[src/rtl/regfile_wb_arbiter_if.sv]
// regfile_wb_arbiter_if: writeback source requests plus the regfile write port they are funnelled into.
interface regfile_wb_arbiter_if #(
    parameter int NUM_SRC = 3
);
    localparam int GW = NUM_SRC > 1 ? $clog2(NUM_SRC) : 1;
    logic [NUM_SRC-1:0]    src_valid;
    logic [NUM_SRC-1:0]    src_ready;
    logic [NUM_SRC*5-1:0]  src_addr;
    logic [NUM_SRC*32-1:0] src_data;
    logic                  w_enable;
    logic [4:0]            w_addr;
    logic [31:0]           w_data;
    logic [GW-1:0]         grant_id;
    logic [NUM_SRC-1:0]    starve;
    modport master (
        output src_valid, src_addr, src_data,
        input  src_ready, w_enable, w_addr, w_data, grant_id, starve
    );
    modport slave (
        input  src_valid, src_addr, src_data,
        output src_ready, w_enable, w_addr, w_data, grant_id, starve
    );
endinterface

[src/rtl/regfile_wb_arbiter.sv]
// regfile_wb_arbiter: picks one writeback source per cycle for the regfile write port,
// round-robin or fixed priority, with starving sources promoted above the rest.
module regfile_wb_arbiter #(
    parameter int NUM_SRC   = 3,
    parameter int PRIO_MODE = 0,
    parameter int MAX_WAIT  = 4
) (
    input logic clk,
    input logic rst,
    regfile_wb_arbiter_if.slave bus
);
    localparam int GW = NUM_SRC > 1 ? $clog2(NUM_SRC) : 1;
    localparam int WW = $clog2(MAX_WAIT + 1);
    logic [GW-1:0]      rr_ptr, base, off, win;
    logic [GW:0]        sum;
    logic [WW-1:0]      wait_cnt [NUM_SRC];
    logic [NUM_SRC-1:0] starving, cand, rot;
    logic               found;

    always_comb begin
        for (int i = 0; i < NUM_SRC; i++) starving[i] = wait_cnt[i] == WW'(MAX_WAIT);
        cand = |(bus.src_valid & starving) ? bus.src_valid & starving : bus.src_valid;
        base = PRIO_MODE != 0 ? '0 : rr_ptr;
        // Rotate so bit k is the candidate k places after the scan start.
        rot = NUM_SRC'({cand, cand} >> base);
        found = 1'b0;
        off = '0;
        for (int k = NUM_SRC - 1; k >= 0; k--) begin
            if (rot[k]) begin
                found = 1'b1;
                off = GW'(k);
            end
        end
        sum = {1'b0, base} + {1'b0, off};
        win = sum >= (GW+1)'(NUM_SRC) ? GW'(sum - (GW+1)'(NUM_SRC)) : GW'(sum);
        bus.src_ready = (rst || !found) ? '0 : NUM_SRC'(1) << win;
        bus.starve = starving;
    end

    always_ff @(posedge clk or posedge rst) begin
        if (rst) begin
            bus.w_enable <= 1'b0;
            bus.w_addr   <= '0;
            bus.w_data   <= '0;
            bus.grant_id <= '0;
            rr_ptr       <= '0;
            for (int i = 0; i < NUM_SRC; i++) wait_cnt[i] <= '0;
        end else begin
            // A grant to x0 still completes the handshake but never writes.
            bus.w_enable <= found && bus.src_addr[win*5 +: 5] != 5'd0;
            if (found) begin
                bus.w_addr   <= bus.src_addr[win*5 +: 5];
                bus.w_data   <= bus.src_data[win*32 +: 32];
                bus.grant_id <= win;
                rr_ptr       <= win == GW'(NUM_SRC - 1) ? '0 : win + 1'b1;
            end
            for (int i = 0; i < NUM_SRC; i++)
                wait_cnt[i] <= (bus.src_valid[i] && !bus.src_ready[i]) ?
                               (starving[i] ? wait_cnt[i] : wait_cnt[i] + 1'b1) : '0;
        end
    end

    for (genvar g = 0; g < NUM_SRC; g++) begin : g_proto
        assert property (@(posedge clk) disable iff (rst)
            bus.src_valid[g] && !bus.src_ready[g] |=> bus.src_valid[g] &&
            $stable(bus.src_addr[g*5 +: 5]) && $stable(bus.src_data[g*32 +: 32]));
    end
endmodule

[src/flat_wrapper.sv]
// flat-port wrapper written by rule: the top's interface ports become plain ports
module regfile_wb_arbiter_flat 
#(
    parameter int NUM_SRC   = 3,
    parameter int PRIO_MODE = 0,
    parameter int MAX_WAIT  = 4
)
  (clk, rst, bus_src_valid, bus_src_addr, bus_src_data, bus_src_ready, bus_w_enable, bus_w_addr, bus_w_data, bus_grant_id, bus_starve);
  regfile_wb_arbiter_if #(.NUM_SRC(NUM_SRC)) bus_i ();
  input logic clk;
  input logic rst;
  input wire logic [$bits(bus_i.src_valid)-1:0] bus_src_valid;
  input wire logic [$bits(bus_i.src_addr)-1:0] bus_src_addr;
  input wire logic [$bits(bus_i.src_data)-1:0] bus_src_data;
  output wire logic [$bits(bus_i.src_ready)-1:0] bus_src_ready;
  output wire logic [$bits(bus_i.w_enable)-1:0] bus_w_enable;
  output wire logic [$bits(bus_i.w_addr)-1:0] bus_w_addr;
  output wire logic [$bits(bus_i.w_data)-1:0] bus_w_data;
  output wire logic [$bits(bus_i.grant_id)-1:0] bus_grant_id;
  output wire logic [$bits(bus_i.starve)-1:0] bus_starve;
  assign bus_i.src_valid = bus_src_valid;
  assign bus_i.src_addr = bus_src_addr;
  assign bus_i.src_data = bus_src_data;
  assign bus_src_ready = bus_i.src_ready;
  assign bus_w_enable = bus_i.w_enable;
  assign bus_w_addr = bus_i.w_addr;
  assign bus_w_data = bus_i.w_data;
  assign bus_grant_id = bus_i.grant_id;
  assign bus_starve = bus_i.starve;
  regfile_wb_arbiter #(.NUM_SRC(NUM_SRC), .PRIO_MODE(PRIO_MODE), .MAX_WAIT(MAX_WAIT)) u_core (.clk(clk), .rst(rst), .bus(bus_i));
endmodule
[config.mk]
export PLATFORM = sky130hd
export DESIGN_NAME = regfile_wb_arbiter_flat
export DESIGN_NICKNAME = d
export VERILOG_FILES = /design/src/rtl/regfile_wb_arbiter_if.sv /design/src/rtl/regfile_wb_arbiter.sv /design/src/flat_wrapper.sv
export SDC_FILE = /design/constraint.sdc
export NUM_CORES = 1
export LEC_CHECK = 0
export ABC_AREA = 0
export CAP_MARGIN = 20
export CORE_ASPECT_RATIO = 1.5
export CORE_UTILIZATION = 30
export DETAILED_ROUTE_END_ITERATION = 8
export PLACE_DENSITY = 0.67
export SKIP_CTS_REPAIR_TIMING = 1
export SYNTH_ARGS = -nofsm -noshare
export SYNTH_HDL_FRONTEND = slang
export SYNTH_SLANG_ARGS = --single-unit
[constraint.sdc]
create_clock -name clk -period 7.7 [get_ports clk]
set_input_delay 0.77 -clock clk [delete_from_list [all_inputs] [get_ports clk]]
set_output_delay 0.77 -clock clk [all_outputs]
set_load 0.05 [all_outputs]
==> impl_metrics.py, run 1 <==
metrics = {
    "layout": {
        "drive_gt1_share_pct": 4.33,
        "layout.area.seq_um2": 1280,
        "area_growth_pct": 69.2,
        "multi_input_area_um2": 1290,
        "nFillCells": 817,
        "final_cell_mix": "clkdlybuf4s50_1 (161), dfrtp_1 (51), nor2_1 (49)",
        "antennaDiodeCount": 0,
        "layout.nets": 563,
        "layout_commonest_cell": "clkdlybuf4s50_1",
    },
    "setup_path": {
        "crit_chain": "clkdlybuf4s50_1 > and3_1 > o21a_1 > a2111oi_0 > a311oi_1 > a21oi_1 > ha_1 > inv_1 > fa_1 > inv_1 > ha_1 > nand2b_1 > mux2i_4 > inv_1 > nor3_1 > clkdlybuf4s50_1",
        "crit_fanout": 7,
        "worst_path_max_delay_cell": "clkdlybuf4s50_1",
        "path_class": "primary input to primary output",
        "startpoint_type": "primary input",
        "required_ns": 6.93,
        "crit_top_cell": "inv_1",
        "cp-end-kind": "primary output",
        "arrival_ns": 5.06,
        "crit_family": "buffers and inverters",
        "max_stage_delay_ns": 0.83,
        "cp_num_buf_inv": 5,
    },
    "floorplan": {
        "pin_count": 162,
        "initial_core_util_pct": 30.9,
        "dieArea_um2": 9430,
        "die_w_um": 79.6,
        "row_count": 42,
        "core_area_um2": 8780,
        "die_y_um": 118,
    },
    "detailed_routing": {
        "wirelength_um": 8620,
        "num_vias": 2900,
        "via_per_inst": 5.28,
        "first_pass_iters": 6,
        "route.detailed.drc": 0,
        "ant_nets": 0,
        "first_iter_violations": 278,
        "routedWlPerCell_um": 15.7,
    },
    "sta": {
        "clock.fmax_ghz": 0.171,
        "finalHoldViolCount": 0,
        "finalMaxSlewViolations": 0,
        "setup_violations": 0,
        "setup-tns-final_ns": 0,
        "slew_headroom_pct": 40.6,
        "rsz0062_at_grt": "false",
        "clock_skew_ns": 0.00554,
        "min_period_over_period_pct": 75.8,
        "tightest_slew_ns": 0.884,
        "min_period_ns": 5.83,
    },
    "cts": {
        "numCtsBuffers": 5,
        "h-tree-depth": 2,
        "root_buffer": "clkbuf_16",
        "clk_pin_slew_ns": 0.07,
        "clock_tree.buffer_depth": 2,
        "tritoncts": "built",
        "insertion_delay_ns": 0.29,
        "cts_sinks": 51,
    },
    "global_route": {
        "grt_first_pass_wirelength_um": 14300,
        "first_global_vias": 2971,
        "grt-ovfl-total": 0,
        "grt_max_degree": 79,
        "track_usage_pct": 19.5,
        "antenna_found_initial": 0,
    },
    "logic_synthesis": {
        "syn_nets": 411,
        "synth-seq-cells": 51,
        "synth_seq_area_share_pct": 47.0,
        "netlist_area_um2": 2710,
        "ys_types": 35,
        "yosysWarnings": 0,
        "synthCells": 286,
        "synth.avg_cell_area_um2": 9.48,
    },
    "status": {
        "status": "completed",
    },
    "job": {
        "drv_cap": 0,
    },
    "placement": {
        "io_buffers": 161,
        "gp_congestion": 0.823,
        "dp_hpwl_um": 6460,
    },
    "min_path": {
        "hp-class": "flop to flop",
    },
}
-- synth_stat cells --
cell       instances  area share (%)
buf_1              2            0.28
nor2_1            49             6.8
a311oi_1           1            0.32
nor2b_1            1            0.23
buf_4              1            0.28
nand4b_1           2            0.65
o21ai_0            5            0.92
or3_1              1            0.23
a31oi_1            2            0.46
fa_1               1            0.74
buf_6              1            0.42
and2b_4            1            0.37
o21a_1             3            0.83
o211ai_1           2            0.55
a222oi_1          37              14
buf_2             12             2.2
nand2b_1           3            0.69
and2_1             1            0.23
nand2_1           15             2.1
ha_1               8             3.7
a2111oi_0          1            0.32
clkbuf_1           5            0.69
a2111oi_2          1            0.55
o211a_1            1            0.37
inv_1             16             2.2
a21oi_1           43             7.9
nand4_1            1            0.23
mux2i_1            1            0.37
o2111a_1           1            0.42
and3_1             7             1.6
o31ai_2            1            0.46
dfrtp_1           51              47
xnor2_1            3            0.97
nand3b_1           1            0.28
nor3_1             5            0.92
-- through the flow --
stage,setup WS [ns],hold slack (ns),util (%),cells,cell area (um^2)
2_1_floorplan,2.54,0.518,-,286,2710
3_3_place_gp,2.09,0.498,50.3,541,4420
3_5_place_dp,1.88,0.496,50.3,541,4420
4_1_cts,1.88,0.513,52.3,549,4590
5_1_grt,1.59,0.554,52.3,549,4590
6_report,1.87,0.507,52.3,549,4590
-- routing by layer --
| layer | wire [um] | part of all wire [%] | vias up | GRT usage (%) |
|---|---|---|---|---|
| li1 | - | - | 1390 | - |
| met1 | 3200 | 37 | 1372 | 21.4 |
| met2 | 4690 | 54 | 124 | 35.0 |
| met3 | 545 | 6.3 | 14 | 4.32 |
| met4 | 184 | 2.1 | 0 | 8.07 |
| met5 | 0 | 0 | - | 0 |
-- cells by family (layout without fill, tap and decap cells) --
kind of cell,after synthesis,after routing,share of synthesized area (%)
DFF,51,51,47.0
AOI/OAI and AO/OA,98,98,26.8
xor gates and xnor gates,3,3,0.969
muxes,1,1,0.369
and+or+nand+nor,87,87,14.3
adders and majority gates,9,9,4.43
buffers and inverters,37,190,6.09
-- area by class of cell --
| cell class | instances | area share [%] |
|---|---|---|
| Inverter | 16 | 1.31 |
| Clock buffer | 5 | 2.73 |
| Sequential cell | 51 | 27.8 |
| Multi-Input combinational cell | 198 | 28.2 |
| Clock inverter | 3 | 1.04 |
| Timing Repair Buffer | 166 | 35.9 |
| Tap cell | 110 | 3.00 |
-- worst reg2reg max path, delay by kind of cell, from the launching register on --
kind            cells  cell delay (ns)
flops               1             0.39
buf+inv             4             0.45
simple gates        3             0.67
mux                 1             0.25
fa+ha+maj           4             1.15
compound gates      6             1.41
-- final timing paths --
kind / slack [ns] / start / cells past startpoint / endpoint
worst max-delay path: 1.87 / bus_src_valid[0] / 16 / bus_src_ready[0]
worst min-delay path: 0.51 / u_core.bus.grant_id[0] / 1 / u_core.bus.grant_id[0]
worst max register to register: 3.22 / u_core.wait_cnt[6] / 18 / u_core.bus.w_enable
worst min register to register: 0.51 / u_core.bus.grant_id[0] / 1 / u_core.bus.grant_id[0]
max in group asynchronous: 6.21 / rst / 3 / u_core.wait_cnt[3]
min in group asynchronous: 1.04 / rst / 3 / u_core.bus.grant_id[0]
-- registers in the layout, summed over array words and instances, names as in the netlist --
name,count
u_core.wait_cnt,9
u_core.bus.grant_id,2
u_core.base,2
u_core.bus.w_data,32
u_core.bus.w_enable,1
u_core.bus.w_addr,5
Power of run 1 is not shown: default switching activity piles up to over one toggle a cycle in this logic, so the estimate is an artifact.
==> run 2: changes to the inputs <==
- PLACE_DENSITY: 0.67 -> 0.69
- clock period: 7.7 -> 4.8 ns (I/O delays scaled with it)
==> impl_metrics.py, run 2 (synthesized netlist as in run 1, its figures left out) <==
metrics = {
    "setup_path": {
        "required_ns": 4.32,
        "crit_top_cell": "inv_1",
        "path_class": "primary input to primary output",
        "crit_fanout": 7,
        "critPathLaunch": "bus_src_valid[0]",
        "max_stage_delay_ns": 0.52,
        "cp-end-kind": "primary output",
        "worst_path_max_delay_cell": "fa_1",
        "regToRegSetupSlack_ns": 0.55,
        "crit_chain": "clkdlybuf4s50_1 > and3_1 > o21a_1 > a2111oi_0 > a311oi_1 > a21oi_1 > ha_1 > inv_1 > fa_1 > inv_1 > ha_1 > nand2b_1 > mux2i_4 > inv_1 > nor3_2 > buf_12",
        "startpoint_type": "primary input",
        "cp-endpoint": "bus_src_ready[0]",
        "r2r_end": "u_core.bus.w_enable",
        "r2r_start": "u_core.wait_cnt[6]",
        "reg2reg_depth": 18,
        "arrival_ns": 4.08,
    },
    "sta": {
        "min_period_ns": 4.56,
        "clock_skew_ns": 0.00738,
        "tightest_slew_ns": 0.965,
        "min_period_over_period_pct": 95.0,
        "setup_violations": 0,
        "finalHoldViolCount": 0,
        "setup-tns-final_ns": 0,
        "slew_headroom_pct": 35.2,
        "rsz0062_at_grt": "false",
        "clock.fmax_ghz": 0.219,
        "finalMaxSlewViolations": 0,
    },
    "placement": {
        "dp_hpwl_um": 6870,
        "place_area_um2": 4480,
        "gp_congestion": 0.837,
        "io_buffers": 161,
        "dpl.cell_count": 545,
    },
    "floorplan": {
        "core_area_um2": 8780,
        "initial_core_util_pct": 30.9,
        "pin_count": 162,
        "row_count": 42,
        "die_w_um": 79.6,
        "dieArea_um2": 9430,
        "die_y_um": 118,
    },
    "global_route": {
        "grt_max_degree": 51,
        "grt_first_pass_wirelength_um": 14300,
        "antenna_found_initial": 0,
        "grt-ovfl-total": 0,
        "first_global_vias": 3038,
        "track_usage_pct": 19.4,
    },
    "layout": {
        "finish.instance_area_um2": 4610,
        "largest_reg_flops": 32,
        "layout_commonest_cell": "clkdlybuf4s50_1",
        "reg_top3": "u_core.bus.w_data (32), u_core.wait_cnt (9), u_core.bus.w_addr (5)",
        "stdcell_count": 551,
        "nFillCells": 783,
        "final_cell_mix": "clkdlybuf4s50_1 (158), dfrtp_1 (51), nor2_1 (49)",
        "regMostFlops": "u_core.bus.w_data",
        "antennaDiodeCount": 0,
        "layout.nets": 567,
        "drive_gt1_share_pct": 5.44,
        "area_growth_pct": 70.0,
    },
    "cts": {
        "tritoncts": "built",
        "root_buffer": "clkbuf_16",
        "h-tree-depth": 2,
        "numCtsBuffers": 5,
        "insertion_delay_ns": 0.28,
        "cts_sinks": 51,
        "clk_pin_slew_ns": 0.06,
        "clock_tree.buffer_depth": 2,
    },
    "status": {
        "status": "completed",
    },
    "detailed_routing": {
        "route.detailed.drc": 0,
        "wirelength_um": 8800,
        "first_pass_iters": 8,
        "ant_nets": 0,
        "via_per_inst": 5.20,
        "first_iter_violations": 201,
        "num_vias": 2865,
        "routedWlPerCell_um": 16.0,
    },
    "min_path": {
        "hp-class": "flop to flop",
    },
    "job": {
        "drv_cap": 0,
    },
}
## run 2: changes by cell type in the layout (fill, tap and decap cells not counted)
cell | previous run | this run
clkinv_4 | 1 | 0
nor3_1 | 5 | 4
nor3_2 | 0 | 1
inv_6 | 1 | 0
bufinv_16 | 1 | 0
buf_12 | 0 | 3
buf_4 | 5 | 9
clkdlybuf4s50_1 | 161 | 158
clkbuf_1 | 0 | 1
## run 2: worst min-delay path by stage
stage	slack (ns)	from	cells past startpoint	to
floorplan	0.52	u_core.wait_cnt[1]	2	u_core.wait_cnt[1]
global placement	0.48	u_core.bus.grant_id[1]	2	u_core.bus.grant_id[1]
detailed placement	0.48	u_core.bus.grant_id[1]	2	u_core.bus.grant_id[1]
CTS	0.49	u_core.bus.grant_id[1]	2	u_core.bus.grant_id[1]
global route	0.52	u_core.bus.grant_id[1]	2	u_core.bus.grant_id[1]
finish	0.49	u_core.bus.grant_id[1]	2	u_core.bus.grant_id[1]
## run 2: layout make-up
type,instances,area [um^2],area share (%)
Timing Repair Buffer,170,1710,37.1
Tap cell,110,138,2.99
Inverter,16,60.1,1.30
Clock buffer,6,129,2.80
Sequential cell,51,1280,27.7
Multi-Input combinational cell,198,1300,28.2
## run 2: layer usage
metal / share of wire [%] / wire length (um) / GRT usage [%]
met5: 0 / 0 / 0
met4: 2.6 / 228 / 7.16
met3: 6.4 / 563 / 4.17
met2: 54 / 4760 / 36.6
met1: 37 / 3240 / 20.3
## run 2: critical path: cells and delay by family
kind / cells / cell delay [ns]
adder cells (fa/ha/maj): 3 / 1.01
buffers and inverters: 5 / 0.88
AO/OA/AOI/OAI: 4 / 0.88
AND/OR/NAND/NOR: 3 / 0.65
multiplexers: 1 / 0.18
## run 2: per-stage QoR
| stage | hold WS (ns) | setup WS [ns] | utilization, % |
|---|---|---|---|
| after floorplan | 0.518 | 0.0944 | - |
| after global placement | 0.480 | 0.277 | 51.0 |
| after detailed placement | 0.476 | 0.140 | 51.0 |
| after CTS | 0.489 | 0.126 | 52.5 |
| after global routing | 0.518 | 0.00474 | 52.5 |
| final | 0.487 | 0.238 | 52.5 |
Power of run 2 is left out for the same reason.
==> run 3: changes to the inputs <==
- CORE_MARGIN: not set -> 1.5
- CORE_UTILIZATION: 30 -> 34
- PLACE_DENSITY: 0.69 -> 0.77
==> impl_metrics.py, run 3 (synthesized netlist as in run 1, its figures left out) <==
metrics = {
    "detailed_routing": {
        "num_vias": 2963,
        "first_pass_iters": 8,
        "wirelength_um": 8710,
        "via_per_inst": 5.42,
        "ant_nets": 0,
        "first_iter_violations": 247,
        "route.detailed.drc": 0,
        "routedWlPerCell_um": 15.9,
    },
    "layout": {
        "regMostFlops": "u_core.bus.w_data",
        "layout_commonest_cell": "clkdlybuf4s50_1",
        "largest_reg_flops": 32,
        "nFillCells": 670,
        "multi_input_area_um2": 1310,
        "layout.nets": 569,
        "area_growth_pct": 71.5,
        "layout.area.seq_um2": 1280,
        "drive_gt1_share_pct": 6.74,
        "antennaDiodeCount": 0,
        "final_cell_mix": "clkdlybuf4s50_1 (158), dfrtp_1 (51), nor2_1 (49)",
        "reg_top3": "u_core.bus.w_data (32), u_core.wait_cnt (9), u_core.bus.w_addr (5)",
    },
    "placement": {
        "io_buffers": 161,
        "dp_hpwl_um": 6920,
        "gp_congestion": 0.891,
    },
    "sta": {
        "finalHoldViolCount": 0,
        "finalMaxSlewViolations": 0,
        "tightest_slew_ns": 0.953,
        "min_period_ns": 4.60,
        "clock.fmax_ghz": 0.218,
        "clock_skew_ns": 0.00459,
        "hold_slack_ns": 0.487,
        "min_period_over_period_pct": 95.7,
        "setup_violations": 0,
        "setup-tns-final_ns": 0,
        "rsz0062_at_grt": "false",
        "slew_headroom_pct": 36.0,
    },
    "setup_path": {
        "regToRegSetupSlack_ns": 0.52,
        "r2r_start": "u_core.wait_cnt[6]",
        "path_class": "primary input to primary output",
        "crit_fanout": 8,
        "max_stage_delay_ns": 0.52,
        "crit_family": "compound AO/OA/AOI/OAI gates",
        "required_ns": 4.32,
        "crit_chain": "clkdlybuf4s50_1 > and3_1 > o21a_1 > a2111oi_2 > a311oi_1 > a21oi_1 > ha_1 > inv_1 > fa_1 > inv_1 > ha_1 > and2b_4 > o31ai_4 > and3_1 > buf_12",
        "arrival_ns": 4.12,
        "cp_num_buf_inv": 4,
        "startpoint_type": "primary input",
        "r2r_end": "u_core.bus.w_enable",
        "cp-end-kind": "primary output",
        "reg2reg_depth": 18,
        "worst-path-stages": 15,
        "worst_path_max_delay_cell": "clkdlybuf4s50_1",
    },
    "cts": {
        "insertion_delay_ns": 0.28,
        "clk_pin_slew_ns": 0.06,
        "tritoncts": "built",
        "clock_tree.buffer_depth": 2,
        "root_buffer": "clkbuf_16",
        "h-tree-depth": 2,
        "numCtsBuffers": 5,
        "cts_sinks": 51,
    },
    "floorplan": {
        "pin_count": 162,
        "row_count": 39,
        "die_y_um": 112,
        "initial_core_util_pct": 35.4,
        "die_w_um": 75.9,
        "core_area_um2": 7660,
        "dieArea_um2": 8530,
    },
    "global_route": {
        "grt-ovfl-total": 0,
        "grt_max_degree": 46,
        "antenna_found_initial": 0,
        "first_global_vias": 3087,
        "track_usage_pct": 20.7,
        "grt_first_pass_wirelength_um": 14400,
    },
    "status": {
        "status": "completed",
    },
    "min_path": {
        "hp-class": "flop to flop",
        "worstHoldStart": "u_core.bus.grant_id[1]",
        "holdPathEnd": "u_core.bus.grant_id[1]",
        "hold_depth": 2,
    },
    "job": {
        "drv_cap": 0,
    },
}
run 3: cell count changes in the layout (fill, tap and decap cells not counted):
| cell | before | now |
|---|---|---|
| a2111oi_2 | 1 | 2 |
| a2111oi_0 | 1 | 0 |
| clkbuf_8 | 0 | 2 |
| o21ai_1 | 0 | 1 |
| clkinvlp_4 | 0 | 1 |
| buf_4 | 9 | 11 |
| o21ai_0 | 5 | 4 |
| clkbuf_1 | 1 | 0 |
run 3: per-stage QoR:
step	instances	utilization (%)	cell area [um^2]	setup slack (ns)
floorplan	286	-	2710	0.0944
detailed placement	537	58.3	4470	0.0524
CTS	545	60.4	4630	0.0563
global placement	537	58.3	4470	0.240
global route	547	60.7	4650	0.00372
finish	547	60.7	4650	0.204
run 3: worst register-to-register path: stages, from the launching register on:
cell and delay [ns]:
dfrtp_1 0.39, inv_1 0.06, ha_1 0.23, and3_1 0.20
o21a_1 0.26, a2111oi_2 0.37, a311oi_1 0.10, a21oi_1 0.13
ha_1 0.15, inv_1 0.05, fa_1 0.53, inv_1 0.06
ha_1 0.19, nand3b_1 0.26, mux2i_4 0.25, buf_4 0.23
a222oi_1 0.38, and3_1 0.21, a31oi_1 0.08
run 3: layout make-up:
cell class,instances,share of cell area [%]
Clock buffer,7,3.28
Timing Repair Buffer,172,37.1
Sequential cell,51,27.4
Tap cell,102,2.74
Inverter,16,1.29
Multi-Input combinational cell,198,28.0
Clock inverter,1,0.161
run 3: how the worst max path moves through the flow:
stage | start | to | slack (ns)
final | bus_src_valid[0] | bus_src_ready[1] | 0.20
after floorplan | u_core.wait_cnt[6] | bus_src_ready[0] | 0.09
after CTS | bus_src_valid[0] | bus_src_ready[0] | 0.06
after detailed placement | bus_src_valid[0] | bus_src_ready[0] | 0.05
after global placement | bus_src_valid[0] | bus_src_ready[0] | 0.24
after global routing | bus_src_valid[0] | bus_src_ready[1] | 0.004
run 3: layer usage:
layer  routed length (um)  global-route usage [%]
met2                 4950                    39.8
met5                    0                       0
met3                  533                    3.98
met4                  144                    6.30
met1                 3080                    22.7
Power of run 3 is left out for the same reason.
